### config.mk
export PLATFORM = sky130hd
export DESIGN_NAME = vgg16_dma_sequencer
export DESIGN_NICKNAME = d
export VERILOG_FILES = /design/src/rtl/vgg16_dma_defs.sv /design/src/rtl/vgg16_dma_cmd_fifo.sv /design/src/rtl/vgg16_dma_sequencer.sv
export SDC_FILE = /design/constraint.sdc
export NUM_CORES = 1
export LEC_CHECK = 0
export CAP_MARGIN = 25
export CORE_ASPECT_RATIO = 1.2
export CORE_MARGIN = 5
export CORE_UTILIZATION = 45
export CTS_CLUSTER_DIAMETER = 150
export DETAILED_ROUTE_END_ITERATION = 8
export PLACE_DENSITY = 0.75
export SLEW_MARGIN = 15
export SYNTH_ARGS = -nofsm -noshare
export SYNTH_HDL_FRONTEND = slang
export SYNTH_HIERARCHICAL = 1
export SYNTH_SLANG_ARGS = --single-unit
export TNS_END_PERCENT = 20
### constraint.sdc
create_clock -name clk -period 4.8 [get_ports clk]
set_input_delay 0.72 -clock clk [delete_from_list [all_inputs] [get_ports clk]]
set_output_delay 0.72 -clock clk [all_outputs]
set_load 0.02 [all_outputs]
### src/rtl/vgg16_dma_defs.sv
// rtl/vgg16_dma_defs.sv - shared definitions for the VGG16 feature-BRAM DMA sequencer
package vgg16_dma_defs;

  localparam int ADDR_W_DEF = 20;
  localparam int NUM_W_DEF  = 32;
  localparam int TO_W       = 24;

  localparam logic DIR_LOAD  = 1'b0;
  localparam logic DIR_STORE = 1'b1;

  typedef enum logic [3:0] {
    ST_IDLE  = 4'b0001,
    ST_ISSUE = 4'b0010,
    ST_WAIT  = 4'b0100,
    ST_HALT  = 4'b1000
  } state_e;

endpackage

### src/rtl/vgg16_dma_cmd_fifo.sv
// rtl/vgg16_dma_cmd_fifo.sv - show-ahead descriptor FIFO with full/empty flags
module vgg16_dma_cmd_fifo #(
  parameter int DEPTH = 4,
  parameter int WIDTH = 53
) (
  input  logic             clk,
  input  logic             rst,
  input  logic             push_i,
  input  logic [WIDTH-1:0] wdata_i,
  input  logic             pop_i,
  output logic [WIDTH-1:0] rdata_o,
  output logic             full_o,
  output logic             empty_o
);

  localparam int AW = $clog2(DEPTH);

  logic [WIDTH-1:0] mem_q [DEPTH];
  logic [AW:0]      wr_ptr_q;
  logic [AW:0]      rd_ptr_q;

  // Extra pointer MSB distinguishes full from empty when the index bits match.
  assign full_o  = (wr_ptr_q[AW] != rd_ptr_q[AW]) && (wr_ptr_q[AW-1:0] == rd_ptr_q[AW-1:0]);
  assign empty_o = (wr_ptr_q == rd_ptr_q);
  assign rdata_o = mem_q[rd_ptr_q[AW-1:0]];

  always_ff @(posedge clk) begin
    if (rst) begin
      wr_ptr_q <= '0;
      rd_ptr_q <= '0;
    end else begin
      if (push_i) wr_ptr_q <= wr_ptr_q + 1'b1;
      if (pop_i)  rd_ptr_q <= rd_ptr_q + 1'b1;
    end
  end

  always_ff @(posedge clk) begin
    if (push_i) mem_q[wr_ptr_q[AW-1:0]] <= wdata_i;
  end

endmodule

### src/rtl/vgg16_dma_sequencer.sv
// rtl/vgg16_dma_sequencer.sv - queues DMA descriptors and issues them one at a time to the engine
module vgg16_dma_sequencer
  import vgg16_dma_defs::*;
#(
  parameter int              FIFO_DEPTH     = 4,
  parameter int              ADDR_W         = ADDR_W_DEF,
  parameter int              NUM_W          = NUM_W_DEF,
  parameter logic [TO_W-1:0] TIMEOUT_CYCLES = 24'hFFFFFF
) (
  input  logic              clk,
  input  logic              rst,
  input  logic              cmd_valid,
  output logic              cmd_ready,
  input  logic              cmd_dir,
  input  logic [ADDR_W-1:0] cmd_base_addr,
  input  logic [NUM_W-1:0]  cmd_num,
  output logic              loaddma_start,
  output logic              storedma_start,
  output logic [ADDR_W-1:0] base_addr,
  output logic [NUM_W-1:0]  num,
  input  logic              loaddma_finish,
  input  logic              storedma_finish,
  output logic              dma_active,
  output logic              done,
  output logic [15:0]       done_cnt,
  output logic              err_timeout,
  input  logic              err_clr
);

  localparam int FW = 1 + ADDR_W + NUM_W;

  state_e            state_q;
  logic              dir_q;
  logic [ADDR_W-1:0] base_addr_q;
  logic [NUM_W-1:0]  num_q;
  logic              load_start_q;
  logic              store_start_q;
  logic              dma_active_q;
  logic              done_q;
  logic [15:0]       done_cnt_q;
  logic              err_q;
  logic [TO_W-1:0]   to_cnt_q;

  logic              fifo_full;
  logic              fifo_empty;
  logic              fifo_push;
  logic              fifo_pop;
  logic [FW-1:0]     fifo_head;
  logic              head_dir;
  logic [ADDR_W-1:0] head_addr;
  logic [NUM_W-1:0]  head_num;
  logic              finish_sel;

  assign cmd_ready = !fifo_full && !rst;
  assign fifo_push = cmd_valid && cmd_ready;
  assign fifo_pop  = (state_q == ST_IDLE) && !fifo_empty;

  assign {head_dir, head_addr, head_num} = fifo_head;

  // Only the flag matching the in-flight direction is meaningful; the other may be X.
  assign finish_sel = (dir_q == DIR_STORE) ? storedma_finish : loaddma_finish;

  vgg16_dma_cmd_fifo #(
    .DEPTH (FIFO_DEPTH),
    .WIDTH (FW)
  ) u_cmd_fifo (
    .clk     (clk),
    .rst     (rst),
    .push_i  (fifo_push),
    .wdata_i ({cmd_dir, cmd_base_addr, cmd_num}),
    .pop_i   (fifo_pop),
    .rdata_o (fifo_head),
    .full_o  (fifo_full),
    .empty_o (fifo_empty)
  );

  always_ff @(posedge clk) begin
    if (rst) begin
      state_q       <= ST_IDLE;
      dir_q         <= DIR_LOAD;
      base_addr_q   <= '0;
      num_q         <= '0;
      load_start_q  <= 1'b0;
      store_start_q <= 1'b0;
      dma_active_q  <= 1'b0;
      done_q        <= 1'b0;
      done_cnt_q    <= '0;
      err_q         <= 1'b0;
      to_cnt_q      <= '0;
    end else begin
      load_start_q  <= 1'b0;
      store_start_q <= 1'b0;
      done_q        <= 1'b0;
      case (state_q)
        ST_IDLE: begin
          if (!fifo_empty) begin
            // Zero-length descriptors never reach the engine.
            if (head_num == '0) begin
              done_q     <= 1'b1;
              done_cnt_q <= done_cnt_q + 16'd1;
            end else begin
              dir_q         <= head_dir;
              base_addr_q   <= head_addr;
              num_q         <= head_num;
              load_start_q  <= (head_dir == DIR_LOAD);
              store_start_q <= (head_dir == DIR_STORE);
              dma_active_q  <= 1'b1;
              state_q       <= ST_ISSUE;
            end
          end
        end
        ST_ISSUE: begin
          to_cnt_q <= {{(TO_W-1){1'b0}}, 1'b1};
          state_q  <= ST_WAIT;
        end
        ST_WAIT: begin
          if (finish_sel) begin
            done_q       <= 1'b1;
            done_cnt_q   <= done_cnt_q + 16'd1;
            dma_active_q <= 1'b0;
            state_q      <= ST_IDLE;
          end else if ((TIMEOUT_CYCLES != '0) && (to_cnt_q == TIMEOUT_CYCLES)) begin
            err_q        <= 1'b1;
            dma_active_q <= 1'b0;
            state_q      <= ST_HALT;
          end else begin
            to_cnt_q <= to_cnt_q + 1'b1;
          end
        end
        ST_HALT: begin
          if (err_clr) begin
            err_q   <= 1'b0;
            state_q <= ST_IDLE;
          end
        end
        default: state_q <= ST_IDLE;
      endcase
    end
  end

  assign loaddma_start  = load_start_q;
  assign storedma_start = store_start_q;
  assign base_addr      = base_addr_q;
  assign num            = num_q;
  assign dma_active     = dma_active_q;
  assign done           = done_q;
  assign done_cnt       = done_cnt_q;
  assign err_timeout    = err_q;

endmodule
# [Word-level counts from Yosys, hierarchy flattened]
# Memory sizes are Yosys's and may differ from the RTL's. A register that Yosys moved wholly into a read port is not among the register bits.
# Index checks and enable logic that the tools add are counted.
[op_classes] add_sub_neg=4 n_mul=0 div=0 n_lt_le_gt_ge=0 n_eq_ne=17 n_shift=0 n_mux=31 bitwise_logic=4 n_reduce_logical=18
[op_table] op="two-way mux 16 bit" n=3
[op_table] op="two-way mux 24 bit" n=2
[op_table] op="one-hot mux 24 bit (2 select lines)" n=1
[op_table] op="logical NOT 32 bit" n=1
[op_table] op="one-hot mux 16 bit (2 select lines)" n=1
[op_table] op="adder 24 x 1 -> 24 bit (second input constant)" n=1
[op_table] op="== test 24 bit (second input constant)" n=1
[op_table] op="two-way mux 4 bit" n=5
[op_table] op="adder 16 x 1 -> 16 bit (second input constant)" n=1
[op_table] op="one-hot mux 4 bit (4 select lines)" n=1
[op_table] op="AND reduction 4 bit" n=4
[op_table] op="!= test 2 bit (second input constant)" n=7
[op_table] op="two-way mux 1 bit" n=13
[op_table] op="adder 3 x 1 -> 3 bit (second input constant)" n=2
[op_table] op="one-hot mux 1 bit (2 select lines)" n=3
[op_table] op="AND reduction 3 bit" n=2
[op_table] op="nonzero test 2 bit" n=3
[op_table] op="== test 4 x 1 -> 1 bit (second input constant)" n=1
[op_table] op="== test 4 x 2 -> 1 bit (second input constant)" n=1
[op_table] op="== test 4 x 3 -> 1 bit (second input constant)" n=1
[op_table] op="== test 4 bit (second input constant)" n=1
[op_table] op="logical AND 1 bit" n=4
[op_table] op="two-way mux 2 bit" n=2
[op_table] op="NOT 1 bit" n=4
[op_table] op="other kinds (7)" n=9
[totals] regBits=108 latch_bits=0 ram_bits=212 mem_bits_ro=0 inputBits=59 out_inout_bits=74 elab_cells=88 n_memories=1
[mem_list] name="u_cmd_fifo.mem_q" depth=4 word_bits=53 read_ports=1 rd_clocked_by_memory_dff=1 write_ports=1 line_no="vgg16_dma_cmd_fifo.sv:18" source="logic [WIDTH-1:0] mem_q [DEPTH];"

# [Longest topological paths before layout]
[logic_depth] depth_word=7 ltp_mapped=10 depth_no_buf=7

# [Cells and area by module]
# The synthesis kept the hierarchy.
[by_module_without_submodules] mod="vgg16_dma_cmd_fifo" instances=1 cells_each=317 area_per_inst_um2=8110.3 seq_area_each_um2=6526.3
[by_module_without_submodules] mod="vgg16_dma_sequencer" instances=1 cells_each=531 area_per_inst_um2=4329.2 seq_area_each_um2=2042.0

# [Worst setup path before layout]
# OpenSTA, ideal clock, no wires.
[synth_path] path_kind="input-to-reg" startpoint="in rst" endpoint="mem u_cmd_fifo.mem_q[3][0] (enable)" setup_ps=416 arrival_time_ps=2953 required_time_ps=4384 slack_ps=1431 stages=5 path_buffers=2 path_cell_list="clkbuf_1 > nor2_1 > and2_1 > clkbuf_1 > and2_1"
[synth_via] elab_chain_cells=5
[synth_rtl] element="from (decl)" line_no="vgg16_dma_sequencer.sv:11" source="input logic rst,"
[synth_rtl] element="logical NOT 1 bit" line_no="vgg16_dma_sequencer.sv:54" source="assign cmd_ready = !fifo_full && !rst;"
[synth_rtl] element="logical AND 1 bit" line_no="vgg16_dma_sequencer.sv:54"
[synth_rtl] element="via cmd_ready" line_no="vgg16_dma_sequencer.sv:13" source="output logic cmd_ready,"
[synth_rtl] element="logical AND 1 bit" line_no="vgg16_dma_sequencer.sv:55" source="assign fifo_push = cmd_valid && cmd_ready;"
[synth_rtl] element="via fifo_push" line_no="vgg16_dma_sequencer.sv:46" source="logic fifo_push;"
[synth_rtl] element="two-way mux 1 bit" line_no="vgg16_dma_cmd_fifo.sv:38" source="if (push_i) mem_q[wr_ptr_q[AW-1:0]] <= wdata_i;"
[synth_rtl] element="two-way mux 1 bit (not written as such)" line_no="vgg16_dma_cmd_fifo.sv:38"
[synth_rtl] element="to (decl)" line_no="vgg16_dma_cmd_fifo.sv:18"
# The timed path passes the listed nets, and every way through them passes these cells.

==> impl_metrics.ini <==
[logic_synthesis]
ys_ff_latch = 322
synthArstFlopShare_pct = 0
synth_ff_type = edfxtp_1
synth_edf_count = 212
syn_nets = 914
yosysTopAreaCell = edfxtp_1
synth_area_um2 = 12400
yosys.cell_count.top_type = edfxtp_1
yosysUniqueCellTypes = 53
synthTopCellsByArea = edfxtp_1, dfxtp_1, mux4_2, nand2_1, a21oi_1
synth_seq_area_share_pct = 68.9
netlist_instances = 848
synth.top_cells.by_count = edfxtp_1, nand2_1, dfxtp_1
synth_top_area_share_pct = 51.2
avgSynthCellArea_um2 = 14.7
yosys_warnings = 6

[global_routing]
antenna_found_initial = 1
grt-ovfl-total = 0
grt_use_total_pct = 16.6
grt_max_degree = 89
grt_first_pass_wirelength_um = 40900
grt_pass1_vias = 7577

[place]
gp_congestion = 0.783
placed_area_um2 = 14100
pre_cts_slack_ps = 965
dp_hpwl_um = 16700
dpl.cell_count = 1291
port_buffers = 132

[flow_run]
drv_cap = 0

[worst_setup_path]
r2r_slack_ps = 1000
path_cells = mux4_2 -> nor4_1 -> nand4_1 -> o31a_1 -> or4b_1 -> a21oi_1
slowest_stage = dfxtp_4
slowest_delay_ps = 780
crit_fanout = 33
r2r_cells = 6
crit_family = simple AND/OR/NAND/NOR gates
crit_type = reg2reg
cp.arrival_ps = 4290
cp-endpoint = done_cnt[11]
critPathCaptureType = flop
cp_num_cells = 6
cp_data_required_time_ps = 5290
worstSetupStartpointType = flop
rr_endpoint = done_cnt[11]
cp_num_buf_inv = 0

[clock_network]
worstSkewPairLatency_ps = 570
cts_sinks = 322
postCtsHoldBufs = 0
root_buffer = clkbuf_16
cts_tree = yes
ctsResizeCount = 0
path_clk_slew_ps = 60
htreeDepth = 1
cts_inserted_buffers = 31
post_cts_buffers = 0
cts_buffer_depth = 3

[die]
die_w_um = 162
rows = 66
dieArea_um2 = 31100
start_util_pct = 45.8
ios = 133
core_um2 = 27200
die_h_um = 192

[route]
drcViolationCount = 0
viasPerCell = 5.54
ant_nets = 0
avgRoutedWirePerCell_um = 19.4
drt_first_iter_violations = 547
num_vias = 7473
dr.pass1.iters = 5
drt-total-wl_um = 26300

[power]
swShare_pct = 29.0
p_int_mw = 5.39
ir_drop_mv = 0.464
combPwrFrac_pct = 23.7
p_sw_mw = 2.20
leakagePower_nw = 4.83
seq_power_share_pct = 44.7
clockPowerShare_pct = 31.6
p_per_area_nw_per_um2 = 503

[final_layout]
fin_cells = 1350
multi_input_area_um2 = 3620
regArea_um2 = 8570
filler_cell_count = 2158
syn_to_final_growth_pct = 21.3
design_area_um2 = 15100
nets = 1050
drive_above_1_share_pct = 12.8

[hold_path]
worstHoldPathType = reg2reg
hold-path-cell-count = 2

[sta]
slew_headroom_pct = 32.2
final.setup.worst_slack_ps = 995
worstMarginPinSlew_ps = 1020
fin_crit_ps = 3800
finalSetupViolations = 0
timing.final.crit_share_pct = 79.3
rsz0062_at_grt = false
clock.fmax_ghz = 0.263
finalHoldViolCount = 0
slew_viol_final = 0
tns_ps = 0
skew_ps = 22.7

[outcome]
status = finished, final reports clean
## tightest hold or removal path, delay by kind of cell, from the launching register on
kind,cells,cell delay [ps]
simple gates,1,50
compound gates,1,50
flops,1,310
## metal layers
layer | GRT usage (%) | routed length [um]
met4 | 3.97 | 386
met1 | 21.1 | 10700
met3 | 3.33 | 1670
met2 | 29.6 | 13500
met5 | 0 | 0
## kinds of logic after synthesis
| group | count (synthesis) | synth area share, % |
|---|---|---|
| flip-flops | 322 | 68.9 |
| AND/OR/NAND/NOR | 261 | 10.6 |
| AO/OA/AOI/OAI | 140 | 6.66 |
| multiplexers | 59 | 10.2 |
| buffers and inverters | 48 | 2.23 |
| XOR/XNOR | 11 | 0.775 |
| adder cells (fa/ha/maj) | 7 | 0.704 |
## placed cells by master, fill, tap and decap left out, types with 11 or more instances in the layout
| master | n |
|---|---|
| edfxtp_1 | 212 |
| nand2_1 | 135 |
| clkdlybuf4s50_1 | 131 |
| dfxtp_1 | 108 |
| a21oi_1 | 87 |
| mux4_2 | 50 |
| clkbuf_16 | 31 |
| nor2_1 | 27 |
| buf_4 | 13 |
| nand4_1 | 11 |
| o31ai_1 | 11 |
| or4_1 | 11 |
## stage by stage
| step | power (mW) | utilization (%) | hold slack, ps |
|---|---|---|---|
| 4_1_cts | 7.68 | 55.5 | 456 |
| 6_report | 7.59 | 55.5 | 452 |
| 5_1_grt | 7.96 | 55.5 | 474 |
| 2_1_floorplan | 4.61 | - | 448 |
| 3_3_place_gp | 5.25 | 51.8 | 445 |
| 3_5_place_dp | 5.28 | 51.8 | 447 |
## power by group through the flow
stage | Clock [mW] | Combinational (mW) | Sequential [mW]
final | 2.40 | 1.80 | 3.40
after global routing | 2.57 | 1.95 | 3.44
after CTS | 2.45 | 1.83 | 3.41
after detailed placement | 0 | 1.81 | 3.46
after global placement | 0 | 1.79 | 3.46
after floorplan | 0 | 1.08 | 3.53
## how the worst min path moves through the flow
stage,startpoint,endpoint,slack (ps)
detailed placement,num[5],num[5],450
global placement,num[2],num[2],440
floorplan,to_cnt_q[7],to_cnt_q[7],450
global route,num[5],num[5],470
finish,num[5],num[5],450
CTS,num[5],num[5],460
## final cells by class
type	instances	share of cell area [%]
diodes	1	0.0166
multi-input cells	478	24.0
repair buffers	145	9.47
clock buffers	43	5.57
well taps	340	2.82
clock inverters	15	1.18
flip-flops and latches	322	56.8
inverters	6	0.149
## flip-flops by register name, summed over array words and instances, names as in the netlist, 3 cells and up, named ones only
| signal | count |
|---|---|
| u_cmd_fifo/wr_ptr_q | 3 |
| u_cmd_fifo/mem_q | 212 |
| u_cmd_fifo/rd_ptr_q | 3 |
| to_cnt_q | 24 |
| base_addr | 20 |
| num | 32 |
| state_q | 4 |
| done_cnt | 16 |
(Power assumes the default switching activity.)
